===== config.mk =====
export PLATFORM = sky130hd
export DESIGN_NAME = scared_mode_controller
export DESIGN_NICKNAME = d
export VERILOG_FILES = /design/src/rtl/scared_mode_controller_pkg.sv /design/src/rtl/scared_mode_controller_ghost_eat_scorer.sv /design/src/rtl/scared_mode_controller.sv
export SDC_FILE = /design/constraint.sdc
export NUM_CORES = 1
export LEC_CHECK = 0
export CAP_MARGIN = 0
export CORE_UTILIZATION = 43
export CTS_BUF_LIST = sky130_fd_sc_hd__clkbuf_8
export CTS_CLUSTER_DIAMETER = 150
export CTS_CLUSTER_SIZE = 12
export DETAILED_ROUTE_END_ITERATION = 7
export PLACE_DENSITY = 0.75
export SLEW_MARGIN = 0
export SYNTH_ARGS = -nofsm -noshare
export SYNTH_HDL_FRONTEND = slang
export SYNTH_SLANG_ARGS = --single-unit

===== constraint.sdc =====
create_clock -name clk -period 3.2 [get_ports clk]
set_input_delay 0.48 -clock clk [delete_from_list [all_inputs] [get_ports clk]]
set_output_delay 0.48 -clock clk [all_outputs]
set_load 0.03 [all_outputs]

===== src/rtl/scared_mode_controller_pkg.sv =====
// -----------------------------------------------------------------------------
// scared_mode_controller_pkg
// Shared game parameters for the maze game: frightened-mode FSM encodings,
// ghost status codes, frightened timing defaults, scoring constants and the
// tile/screen geometry used by the rest of the video and game blocks.
// -----------------------------------------------------------------------------
package scared_mode_controller_pkg;

    // Frightened-period FSM encoding (the life controller decodes the same values)
    typedef enum logic [1:0] {
        SM_IDLE   = 2'd0,
        SM_SCARED = 2'd1,
        SM_EXPIRE = 2'd2
    } scared_state_e;

    // Per-ghost status codes driven by the life/collision controller
    localparam logic [1:0] GHOST_ALIVE = 2'd0;
    localparam logic [1:0] GHOST_EYES  = 2'd1;
    localparam logic [1:0] GHOST_HOME  = 2'd2;

    // Frightened-period defaults
    localparam int DEFAULT_SCARED_SECONDS = 8;
    localparam int DEFAULT_FLASH_SECONDS  = 3;
    localparam int DEFAULT_BASE_POINTS    = 200;

    // Datapath widths and limits
    localparam int         GHOST_COUNT      = 4;
    localparam int         TIMER_W          = 4;
    localparam int         POINTS_W         = 12;
    localparam int         EATEN_W          = 3;
    localparam logic [2:0] MAX_GHOSTS_EATEN = 3'd4;

    // Tile and screen geometry
    localparam int TILE_SIZE     = 8;
    localparam int MAZE_TILES_X  = 28;
    localparam int MAZE_TILES_Y  = 36;
    localparam int SCREEN_WIDTH  = 224;
    localparam int SCREEN_HEIGHT = 288;

    // Ghost-eat value doubles with each ghost already eaten this period
    function automatic logic [11:0] ghost_points(input logic [11:0] base,
                                                 input logic [2:0]  eaten);
        ghost_points = base << eaten;
    endfunction

    // Isolates the lowest set bit of a 4-bit mask (one-hot, or zero if empty)
    function automatic logic [3:0] lowest_set(input logic [3:0] mask);
        lowest_set = mask & (~mask + 4'd1);
    endfunction

endpackage


===== src/rtl/scared_mode_controller_ghost_eat_scorer.sv =====
// -----------------------------------------------------------------------------
// ghost_eat_scorer
// Detects ghosts being eaten (status code alive -> eyes while frightened and
// Pac-Man alive), queues them in a pending mask, and serves one per cycle
// (lowest ghost index first) as a score pulse worth BASE_POINTS << eaten.
//
// Ports:
//   clk, reset          clock, asynchronous active-high reset
//   scared_mode         registered frightened flag from the parent FSM
//   pacman_dead         death level; flushes the pending mask, blocks scoring
//   clear_eaten         pellet reload: restart the per-period ghost count
//   *_dead [1:0]        ghost status codes (blinky=0 .. clyde=3)
//   score_add_valid     one-cycle score pulse
//   score_add [11:0]    points, valid with score_add_valid
//   ghosts_eaten [2:0]  ghosts eaten this period, saturating at 4
// -----------------------------------------------------------------------------
import scared_mode_controller_pkg::*;

module ghost_eat_scorer #(
    parameter int BASE_POINTS = DEFAULT_BASE_POINTS
) (
    input  logic        clk,
    input  logic        reset,
    input  logic        scared_mode,
    input  logic        pacman_dead,
    input  logic        clear_eaten,
    input  logic [1:0]  blinky_dead,
    input  logic [1:0]  pinky_dead,
    input  logic [1:0]  inky_dead,
    input  logic [1:0]  clyde_dead,
    output logic        score_add_valid,
    output logic [11:0] score_add,
    output logic [2:0]  ghosts_eaten
);

    localparam logic [11:0] BASE_VAL = 12'(BASE_POINTS);

    logic [3:0][1:0] code_s;
    logic [3:0][1:0] prev_q;
    logic [3:0][1:0] prev_d;
    logic [3:0]      eat_s;
    logic [3:0]      pend_all_s;
    logic [3:0]      serve_sel_s;
    logic [3:0]      pending_q;
    logic [3:0]      pending_d;
    logic            score_add_valid_q;
    logic            score_add_valid_d;
    logic [11:0]     score_add_q;
    logic [11:0]     score_add_d;
    logic [2:0]      ghosts_eaten_q;
    logic [2:0]      ghosts_eaten_d;

    assign code_s = {clyde_dead, inky_dead, pinky_dead, blinky_dead};

    // Edge detection, pending-mask update and single-ghost-per-cycle service
    always_comb begin
        eat_s             = 4'b0000;
        prev_d            = code_s;
        pending_d         = pending_q;
        score_add_valid_d = 1'b0;
        score_add_d       = 12'd0;
        ghosts_eaten_d    = ghosts_eaten_q;

        for (int i = 0; i < GHOST_COUNT; i++) begin
            eat_s[i] = (prev_q[i] == GHOST_ALIVE) && (code_s[i] == GHOST_EYES) &&
                       scared_mode && !pacman_dead;
        end

        // A fresh eat is visible to the server in the same cycle it is
        // detected, so a lone eat scores without an extra cycle of latency.
        pend_all_s  = pending_q | eat_s;
        serve_sel_s = lowest_set(pend_all_s);

        if (pacman_dead) begin
            pending_d = 4'b0000;
        end else begin
            pending_d = pend_all_s & ~serve_sel_s;
            if (pend_all_s != 4'b0000) begin
                score_add_valid_d = 1'b1;
                score_add_d       = ghost_points(BASE_VAL, ghosts_eaten_q);
                if (ghosts_eaten_q >= MAX_GHOSTS_EATEN) begin
                    ghosts_eaten_d = MAX_GHOSTS_EATEN;
                end else begin
                    ghosts_eaten_d = ghosts_eaten_q + 3'd1;
                end
            end else begin
                score_add_valid_d = 1'b0;
            end
        end

        // A pellet reload starts a new doubling sequence.
        if (clear_eaten) begin
            ghosts_eaten_d = 3'd0;
        end else begin
            ghosts_eaten_d = ghosts_eaten_d;
        end
    end

    // Scorer state and registered outputs
    always_ff @(posedge clk or posedge reset) begin
        if (reset) begin
            prev_q            <= '0;
            pending_q         <= 4'b0000;
            score_add_valid_q <= 1'b0;
            score_add_q       <= 12'd0;
            ghosts_eaten_q    <= 3'd0;
        end else begin
            prev_q            <= prev_d;
            pending_q         <= pending_d;
            score_add_valid_q <= score_add_valid_d;
            score_add_q       <= score_add_d;
            ghosts_eaten_q    <= ghosts_eaten_d;
        end
    end

    assign score_add_valid = score_add_valid_q;
    assign score_add       = score_add_q;
    assign ghosts_eaten    = ghosts_eaten_q;

endmodule


===== src/rtl/scared_mode_controller.sv =====
// -----------------------------------------------------------------------------
// scared_mode_controller
// Power-pellet frightened period: loads and counts down the seconds timer,
// drives scared_mode and the ghost flash warning, and (through
// ghost_eat_scorer) scores ghosts eaten during the period.
//
// Ports:
//   clk, reset              clock, asynchronous active-high reset
//   one_hz_enable           one-cycle 1 Hz tick
//   pellet_eaten            one-cycle power-pellet pulse
//   pacman_dead             death level from the life controller
//   *_dead [1:0]            ghost status codes (0 alive, 1 eyes, 2 home)
//   scared_mode             frightened period active (includes EXPIRE cycle)
//   scared_mode_timer [3:0] seconds remaining
//   scared_flash            ghost sprite alternate-colour select
//   score_add_valid         one-cycle score pulse
//   score_add [11:0]        points to add
//   ghosts_eaten [2:0]      ghosts eaten this period
// -----------------------------------------------------------------------------
import scared_mode_controller_pkg::*;

module scared_mode_controller #(
    parameter int SCARED_SECONDS = DEFAULT_SCARED_SECONDS,
    parameter int FLASH_SECONDS  = DEFAULT_FLASH_SECONDS,
    parameter int BASE_POINTS    = DEFAULT_BASE_POINTS
) (
    input  logic        clk,
    input  logic        reset,
    input  logic        one_hz_enable,
    input  logic        pellet_eaten,
    input  logic        pacman_dead,
    input  logic [1:0]  blinky_dead,
    input  logic [1:0]  pinky_dead,
    input  logic [1:0]  inky_dead,
    input  logic [1:0]  clyde_dead,
    output logic        scared_mode,
    output logic [3:0]  scared_mode_timer,
    output logic        scared_flash,
    output logic        score_add_valid,
    output logic [11:0] score_add,
    output logic [2:0]  ghosts_eaten
);

    localparam logic [3:0] LOAD_VAL  = 4'(SCARED_SECONDS);
    localparam logic [3:0] FLASH_VAL = 4'(FLASH_SECONDS);

    scared_state_e state_q;
    scared_state_e state_d;
    logic [3:0]    timer_q;
    logic [3:0]    timer_d;
    logic          phase_q;
    logic          phase_d;
    logic          scared_mode_q;
    logic          scared_mode_d;
    logic          scared_flash_q;
    logic          scared_flash_d;
    logic          tick_s;
    logic          reload_s;
    logic          in_flash_s;
    logic          clear_eaten_s;

    // Next-state, timer and flash-phase computation
    always_comb begin
        state_d  = state_q;
        timer_d  = timer_q;
        tick_s   = 1'b0;
        reload_s = 1'b0;

        // Priority: death, then pellet, then normal sequencing.
        if (pacman_dead) begin
            state_d = SM_IDLE;
            timer_d = 4'd0;
        end else if (pellet_eaten) begin
            state_d  = SM_SCARED;
            timer_d  = LOAD_VAL;
            reload_s = 1'b1;
        end else begin
            case (state_q)
                SM_IDLE: begin
                    state_d = SM_IDLE;
                    timer_d = 4'd0;
                end
                SM_SCARED: begin
                    if (one_hz_enable) begin
                        tick_s = 1'b1;
                        // <= also catches the unreachable zero timer safely
                        if (timer_q <= 4'd1) begin
                            state_d = SM_EXPIRE;
                            timer_d = 4'd0;
                        end else begin
                            state_d = SM_SCARED;
                            timer_d = timer_q - 4'd1;
                        end
                    end else begin
                        state_d = SM_SCARED;
                        timer_d = timer_q;
                    end
                end
                SM_EXPIRE: begin
                    state_d = SM_IDLE;
                    timer_d = 4'd0;
                end
                default: begin
                    state_d = SM_IDLE;
                    timer_d = 4'd0;
                end
            endcase
        end

        // Flash decisions use the next timer value, so the warning lights up
        // in the same cycle the displayed timer reaches FLASH_SECONDS.
        in_flash_s = (state_d == SM_SCARED) && (timer_d <= FLASH_VAL);
        if (in_flash_s && !reload_s) begin
            if (tick_s) begin
                phase_d = ~phase_q;
            end else begin
                phase_d = phase_q;
            end
        end else begin
            phase_d = 1'b0;
        end

        scared_flash_d = in_flash_s && phase_d;
        scared_mode_d  = (state_d != SM_IDLE);
    end

    // FSM state and registered frightened-mode outputs
    always_ff @(posedge clk or posedge reset) begin
        if (reset) begin
            state_q        <= SM_IDLE;
            timer_q        <= 4'd0;
            phase_q        <= 1'b0;
            scared_mode_q  <= 1'b0;
            scared_flash_q <= 1'b0;
        end else begin
            state_q        <= state_d;
            timer_q        <= timer_d;
            phase_q        <= phase_d;
            scared_mode_q  <= scared_mode_d;
            scared_flash_q <= scared_flash_d;
        end
    end

    // A pellet that is overridden by death does not start a new period.
    assign clear_eaten_s = pellet_eaten & ~pacman_dead;

    ghost_eat_scorer #(
        .BASE_POINTS (BASE_POINTS)
    ) u_ghost_eat_scorer (
        .clk             (clk),
        .reset           (reset),
        .scared_mode     (scared_mode_q),
        .pacman_dead     (pacman_dead),
        .clear_eaten     (clear_eaten_s),
        .blinky_dead     (blinky_dead),
        .pinky_dead      (pinky_dead),
        .inky_dead       (inky_dead),
        .clyde_dead      (clyde_dead),
        .score_add_valid (score_add_valid),
        .score_add       (score_add),
        .ghosts_eaten    (ghosts_eaten)
    );

    assign scared_mode       = scared_mode_q;
    assign scared_mode_timer = timer_q;
    assign scared_flash      = scared_flash_q;

endmodule


---- After elaboration in Yosys (flattened, before gate mapping) ----
Cells that the tools add are included.
operators by class
  add/sub/neg operators ................... 3
  $lt $le $gt $ge ......................... 3
  equal/unequal tests ..................... 7
  shift-type cells ........................ 1
  muxes and demuxes ....................... 27
  bitwise operators ....................... 8
  reduce and logical (&&, ||, !) cells .... 25
operators with widths
  cell                                                                               count
  12-bit two-way mux                                                                 2
  4-bit two-way mux                                                                  6
  1-bit logical AND                                                                  15
  2-bit by 1-bit equality test with 1-bit output (second input constant)             6
  3-bit two-way mux                                                                  4
  8-bit by 3-bit left shift with 12-bit output (first input constant)                1
  1-bit two-way mux                                                                  10
  2-bit two-way mux                                                                  5
  4-bit AND                                                                          2
  2-bit logical NOT                                                                  4
  4-bit NOT                                                                          2
  4-bit by 1-bit adder with 4-bit output (second input constant)                     1
  4-bit by 1-bit less-or-equal comparator with 1-bit output (second input constant)  1
  4-bit by 2-bit less-or-equal comparator with 1-bit output (second input constant)  1
  4-bit OR                                                                           1
  2-bit nonzero test                                                                 2
  4-bit nonzero test                                                                 1
  4-bit by 1-bit subtractor with 4-bit output (second input constant)                1
  3-bit by 1-bit adder with 3-bit output (second input constant)                     1
  3-bit greater-or-equal comparator (second input constant)                          1
  1-bit logical NOT                                                                  2
  2-bit by 1-bit inequality test with 1-bit output (second input constant)           1
  1-bit NOT                                                                          2
  2-bit AND reduction                                                                1
  1-bit AND                                                                          1
storage, ports and cells
  register bits ........................... 37
  output and inout port bits .............. 22
  word-level logic and storage cells ...... 87

---- Logic depth before layout (Yosys ltp) ----
  word-level depth ........................ 11
  depth in mapped cells ................... 6
  gate-level depth less buffers ........... 6

---- Modules after synthesis ----
A second synthesis with hierarchy kept.
second synthesis, totals
  cell total of the unflattened synthesis .. 128
  area total of the unflattened synthesis .. 1477.7 um^2
by module, submodules not included
  module                  instances  cells each  area each (um^2)
  ghost_eat_scorer        1          86          1023.5
  scared_mode_controller  1          42          454.2

---- Worst setup path before layout ----
No wires, ideal clock.
  path kind ............................... register -> register
  from .................................... register timer_q[0] (netlist: scared_mode_timer[0])
  to ...................................... register phase_q
  setup time .............................. 0.141 ns
  arrival ................................. 1.585 ns
  data required time ...................... 3.059 ns
  path slack .............................. 1.474 ns
  stages on the path, launching flop included .. 7
  buffers on the path ..................... 0
  clock period less this slack ............ 1.726 ns
  cells stage by stage .................... dfrtp_1 -> inv_1 -> ha_1 -> o21bai_1 -> or3_1 -> a21boi_0 -> nor4_1
between the ends
  word-level cells in the longest chain between the ends .. 10
  elaborated cells between the ends (all ways) .. 17
  classes of those cells .................. add/sub (1); order compare (2); eq/ne (1); mux (11); reduce/logical (2)
ends and longest elaborated chain
  element                                                                                                                             RTL line                                                    text
  start, declared                                                                                                                     scared_mode_controller.sv:49                                logic [3:0] timer_q;
  start signal, assigned                                                                                                              scared_mode_controller.sv:137                               timer_q <= timer_d;
  4-bit by 1-bit subtractor with 4-bit output / 4-bit by 1-bit less-or-equal comparator with 1-bit output (equally long branches)     scared_mode_controller.sv:92, scared_mode_controller.sv:87
  4-bit two-way mux / 2-bit two-way mux (equally long branches)                                                                       scared_mode_controller.sv:87                                if (timer_q <= 4'd1) begin
  4-bit two-way mux / 2-bit two-way mux (equally long branches)                                                                       scared_mode_controller.sv:84                                if (one_hz_enable) begin
  4-bit two-way mux / 2-bit two-way mux (equally long branches)                                                                       scared_mode_controller.sv:78                                case (state_q)
  4-bit two-way mux / 2-bit two-way mux (equally long branches)                                                                       scared_mode_controller.sv:73                                end else if (pellet_eaten) begin
  4-bit two-way mux / 2-bit two-way mux (equally long branches)                                                                       scared_mode_controller.sv:70                                if (pacman_dead) begin
  4-bit by 2-bit less-or-equal comparator with 1-bit output / 2-bit by 1-bit equality test with 1-bit output (equally long branches)  scared_mode_controller.sv:112                               in_flash_s = (state_d == SM_SCARED) && (timer_d <= FLASH_VAL);
  1-bit logical AND *                                                                                                                 scared_mode_controller.sv:112
  1-bit logical AND *                                                                                                                 scared_mode_controller.sv:113                               if (in_flash_s && !reload_s) begin
  1-bit two-way mux *                                                                                                                 scared_mode_controller.sv:113
  via phase_d                                                                                                                         scared_mode_controller.sv:52                                logic phase_d;
  end signal, assigned                                                                                                                scared_mode_controller.sv:138                               phase_q <= phase_d;
  end, declared                                                                                                                       scared_mode_controller.sv:51                                logic phase_q;
The timed path passes the listed nets; every way through them passes the cells marked *.
A chain may end at the register's enable or synchronous reset.

---- Final worst setup path ----
  from .................................... input port pacman_dead
  to ...................................... register u_ghost_eat_scorer.ghosts_eaten_q[0] (netlist: u_ghost_eat_scorer.ghosts_eaten[0])
between the ends
  word-level cells in the longest chain between the ends .. 6
  elaborated cells between the ends (all ways) .. 13
  classes of those cells .................. eq/ne (1); mux (1); bitwise (3); reduce/logical (8)
ends and longest elaborated chain
  element                               RTL line                                        text
  start, declared                       scared_mode_controller.sv:31                    input logic pacman_dead,
  1-bit logical NOT                     scared_mode_controller_ghost_eat_scorer.sv:66   scared_mode && !pacman_dead;
  1-bit logical AND                     scared_mode_controller_ghost_eat_scorer.sv:66
  4-bit OR                              scared_mode_controller_ghost_eat_scorer.sv:71   pend_all_s = pending_q | eat_s;
  4-bit nonzero test                    scared_mode_controller_ghost_eat_scorer.sv:78   if (pend_all_s != 4'b0000) begin
  2-bit nonzero test (no source line)   -
  2-bit AND reduction (no source line)  -
  end signal, assigned                  scared_mode_controller_ghost_eat_scorer.sv:112  ghosts_eaten_q <= ghosts_eaten_d;
  end, declared                         scared_mode_controller_ghost_eat_scorer.sv:50   logic [2:0] ghosts_eaten_q;
Several ways; a longest one is shown, not always the timed one.

==> flow_summary.ini <==
[run_status]
status = finished clean

[yosys]
syn_inst = 135
netlist_area_um2 = 1516
post_synth.cell_area_avg_um2 = 11.23
synthArstFlopShare_pct = 100.0
ys_warn_count = 0
ys_seq_elements = 33
synth_edf_count = 0
synth.distinct_cells = 40
synth_ff_type = dfrtp_1
ys_seq_area_share_pct = 54.46

[sta]
fmax_mhz = 486.7
finalSetupTns_ns = 0
min_period_over_period_pct = 64.20
tightest_slew_ns = 0.8162
slew_violations = 0
hold_viol = 0
fin_skew_ns = 0.004921
grt_setup_unrepaired = false
setup_violations = 0
fin_crit_ns = 2.055
relSlewSlack_pct = 45.53
hold_ws_ns = 0.5452

[cts]
clkTransAtPathRegs_ns = 0.06
cts_sinks = 33
cts_resized = 0
cts_made_buffers = 5
root_buffer = clkbuf_8
cts_hold_buffers = 0
tritoncts = built
clock_latency_ns = 0.28
clk_path_buf_depth = 2
postCtsSetupBuffers = 0
h-tree-depth = 2

[routing]
wl_um = 2863
drc = 0
num_vias = 1106
drt_first_pass_iters = 4
antenna_left = 0
wl_per_cell_um = 13.25
routed_via_density = 5.120
drt_iter0_markers = 56

[global_route]
overflow = 0
antenna_found_initial = 0
grt_pass1_wl_um = 4595
grt_max_degree = 24
track_usage_pct = 17.72
grt_pass1_vias = 1043

[setup_path]
arrival_ns = 2.19
slowest_stage = clkdlybuf4s50_1
critPathMaxStageDelay_ns = 0.66
timing.critical_path.from = pacman_dead
crit_chain = clkdlybuf4s50_1 -> nor2b_2 -> and4b_4 -> nor4_1 -> o221ai_1
worst-path-buf-inv = 1
r2r_start = scared_mode_timer[0]
required_ns = 3.34
crit_family = simple AND/OR/NAND/NOR gates
endpoint_kind = register
path_max_fanout = 9
cp-start-kind = input pin
critical_path_class = input pin to register

[placed_design]
io_buffers = 31
place.detailed.hpwl_um = 2223
place_area_um2 = 1839
place_congestion = 0.8961

[finish]
n_antenna_cell = 0
nNetsFinal = 188
areaGrowthSynthToFinish_pct = 27.97
design_area_um2 = 1941
layout-drive-gt1-share_pct = 9.412

[pwr]
power_density_nw_per_um2 = 479.4
vdd_drop_max_mv = 0.2368
leakagePower_nw = 0.8836

[die]
die_w_um = 61.39
dieArea_um2 = 3768
die_h_um = 61.39
ios = 35
coreArea_um2 = 3363
placementRows = 21
start_util_pct = 45.09

[worst_hold_path]
min_path_type = register to register
hold_path_startpoint = state_q[0]

[flow_run]
maxCapViolations = 0
[area by class of cell]
cell class                      instances  area [um^2]
Fill cell                             317         1423
Sequential cell                        33        825.8
Clock buffer                            7        96.34
Clock inverter                          1        5.005
Tap cell                               46        57.56
Inverter                               17        65.06
Timing Repair Buffer                   32        317.8
Multi-Input combinational cell         80        573.1
[cell families after synthesis]
kind of cell    share of synthesized area (%)
fa+ha+maj                               4.950
buf+inv                                 8.250
other cells                            0.2473
mux                                     1.320
xor+xnor                               0.5777
simple gates                            16.09
flops                                   54.46
compound gates                          14.11
[Yosys cell counts (2+ instances only)]
library cell / instances / area, um^2
inv_1: 16 / 60.06
ha_1: 6 / 75.07
buf_4: 3 / 22.52
buf_6: 3 / 33.78
nand2_1: 6 / 22.52
a211oi_1: 2 / 15.01
nor4_1: 3 / 18.77
dfrtp_1: 33 / 825.8
nor4b_1: 4 / 35.03
a21o_1: 2 / 15.01
nor2_1: 18 / 67.56
o41ai_4: 2 / 55.05
a21oi_1: 7 / 35.03
a2111oi_0: 2 / 17.52
mux2i_1: 2 / 20.02
nand4_1: 2 / 12.51
[metal layers]
layer  track usage [%]  part of all wire [%]  vias up
met5                 0                     0        -
met4             12.06                   2.6        0
met3             4.412                   5.8        6
met2             29.97                    51       29
met1             19.70                    40      536
li1                  -                     -      535
[path summary, 6_finish.rpt]
path / endpoint / slack, ns / depth (start not counted)
max: u_ghost_eat_scorer.ghosts_eaten[0] / 1.15 / 5
min: scared_mode / 0.55 / 2
max reg2reg: phase_q / 1.34 / 6
min reg2reg: scared_mode / 0.55 / 2
max in group asynchronous: scared_mode_timer[2] / 1.87 / 3
min in group asynchronous: u_ghost_eat_scorer.prev_q[1] / 0.66 / 2
[cells in the final DEF (no fill, tap or decap), drive strengths merged, types with 2 or more instances in the layout]
cell and count:
nor2 18, conb 3, nor4b 4, dfrtp 33
mux2i 2, clkbuf 7, nor4 3, clkdlybuf4s50 31
nand2 6, a2111oi 2, ha 6, a21o 3
a211oi 2, clkinv 2, o41ai 3, a21oi 7
nand4 2, and4b 2, inv 16
[state kept, by name (all words and copies together) (netlist names)]
name,flops
scared_mode,1
u_ghost_eat_scorer.score_add,9
scared_flash,1
u_ghost_eat_scorer.prev_q,8
state_q,2
u_ghost_eat_scorer.ghosts_eaten,3
u_ghost_eat_scorer.pending_q,3
u_ghost_eat_scorer.score_add_valid,1
phase_q,1
scared_mode_timer,4
[stage by stage]
step	instances	setup slack [ns]	total power [W]	util, %
2_1_floorplan	137	1.474	0.0005526	-
3_3_place_gp	208	0.9478	0.0005994	54.69
3_5_place_dp	208	0.8483	0.0006042	54.69
4_1_cts	216	1.141	0.0009438	57.70
5_1_grt	216	1.021	0.0009779	57.70
6_report	216	1.145	0.0009304	57.70
[worst min-delay path, cell delays in order (launching register included)]
cell     delay (ns)
dfrtp_1        0.36
a21oi_1        0.07
nor2_1         0.08
[power breakdown]
group / total, W / switching (W) / leakage [nW] / internal, W
Combinational: 0.000149 / 0.0000885 / 0.392 / 0.0000607
Clock: 0.000335 / 0.000141 / 0.0542 / 0.000194
Sequential: 0.000446 / 0.0000131 / 0.437 / 0.000433
Power figures use the tool's default switching activity.
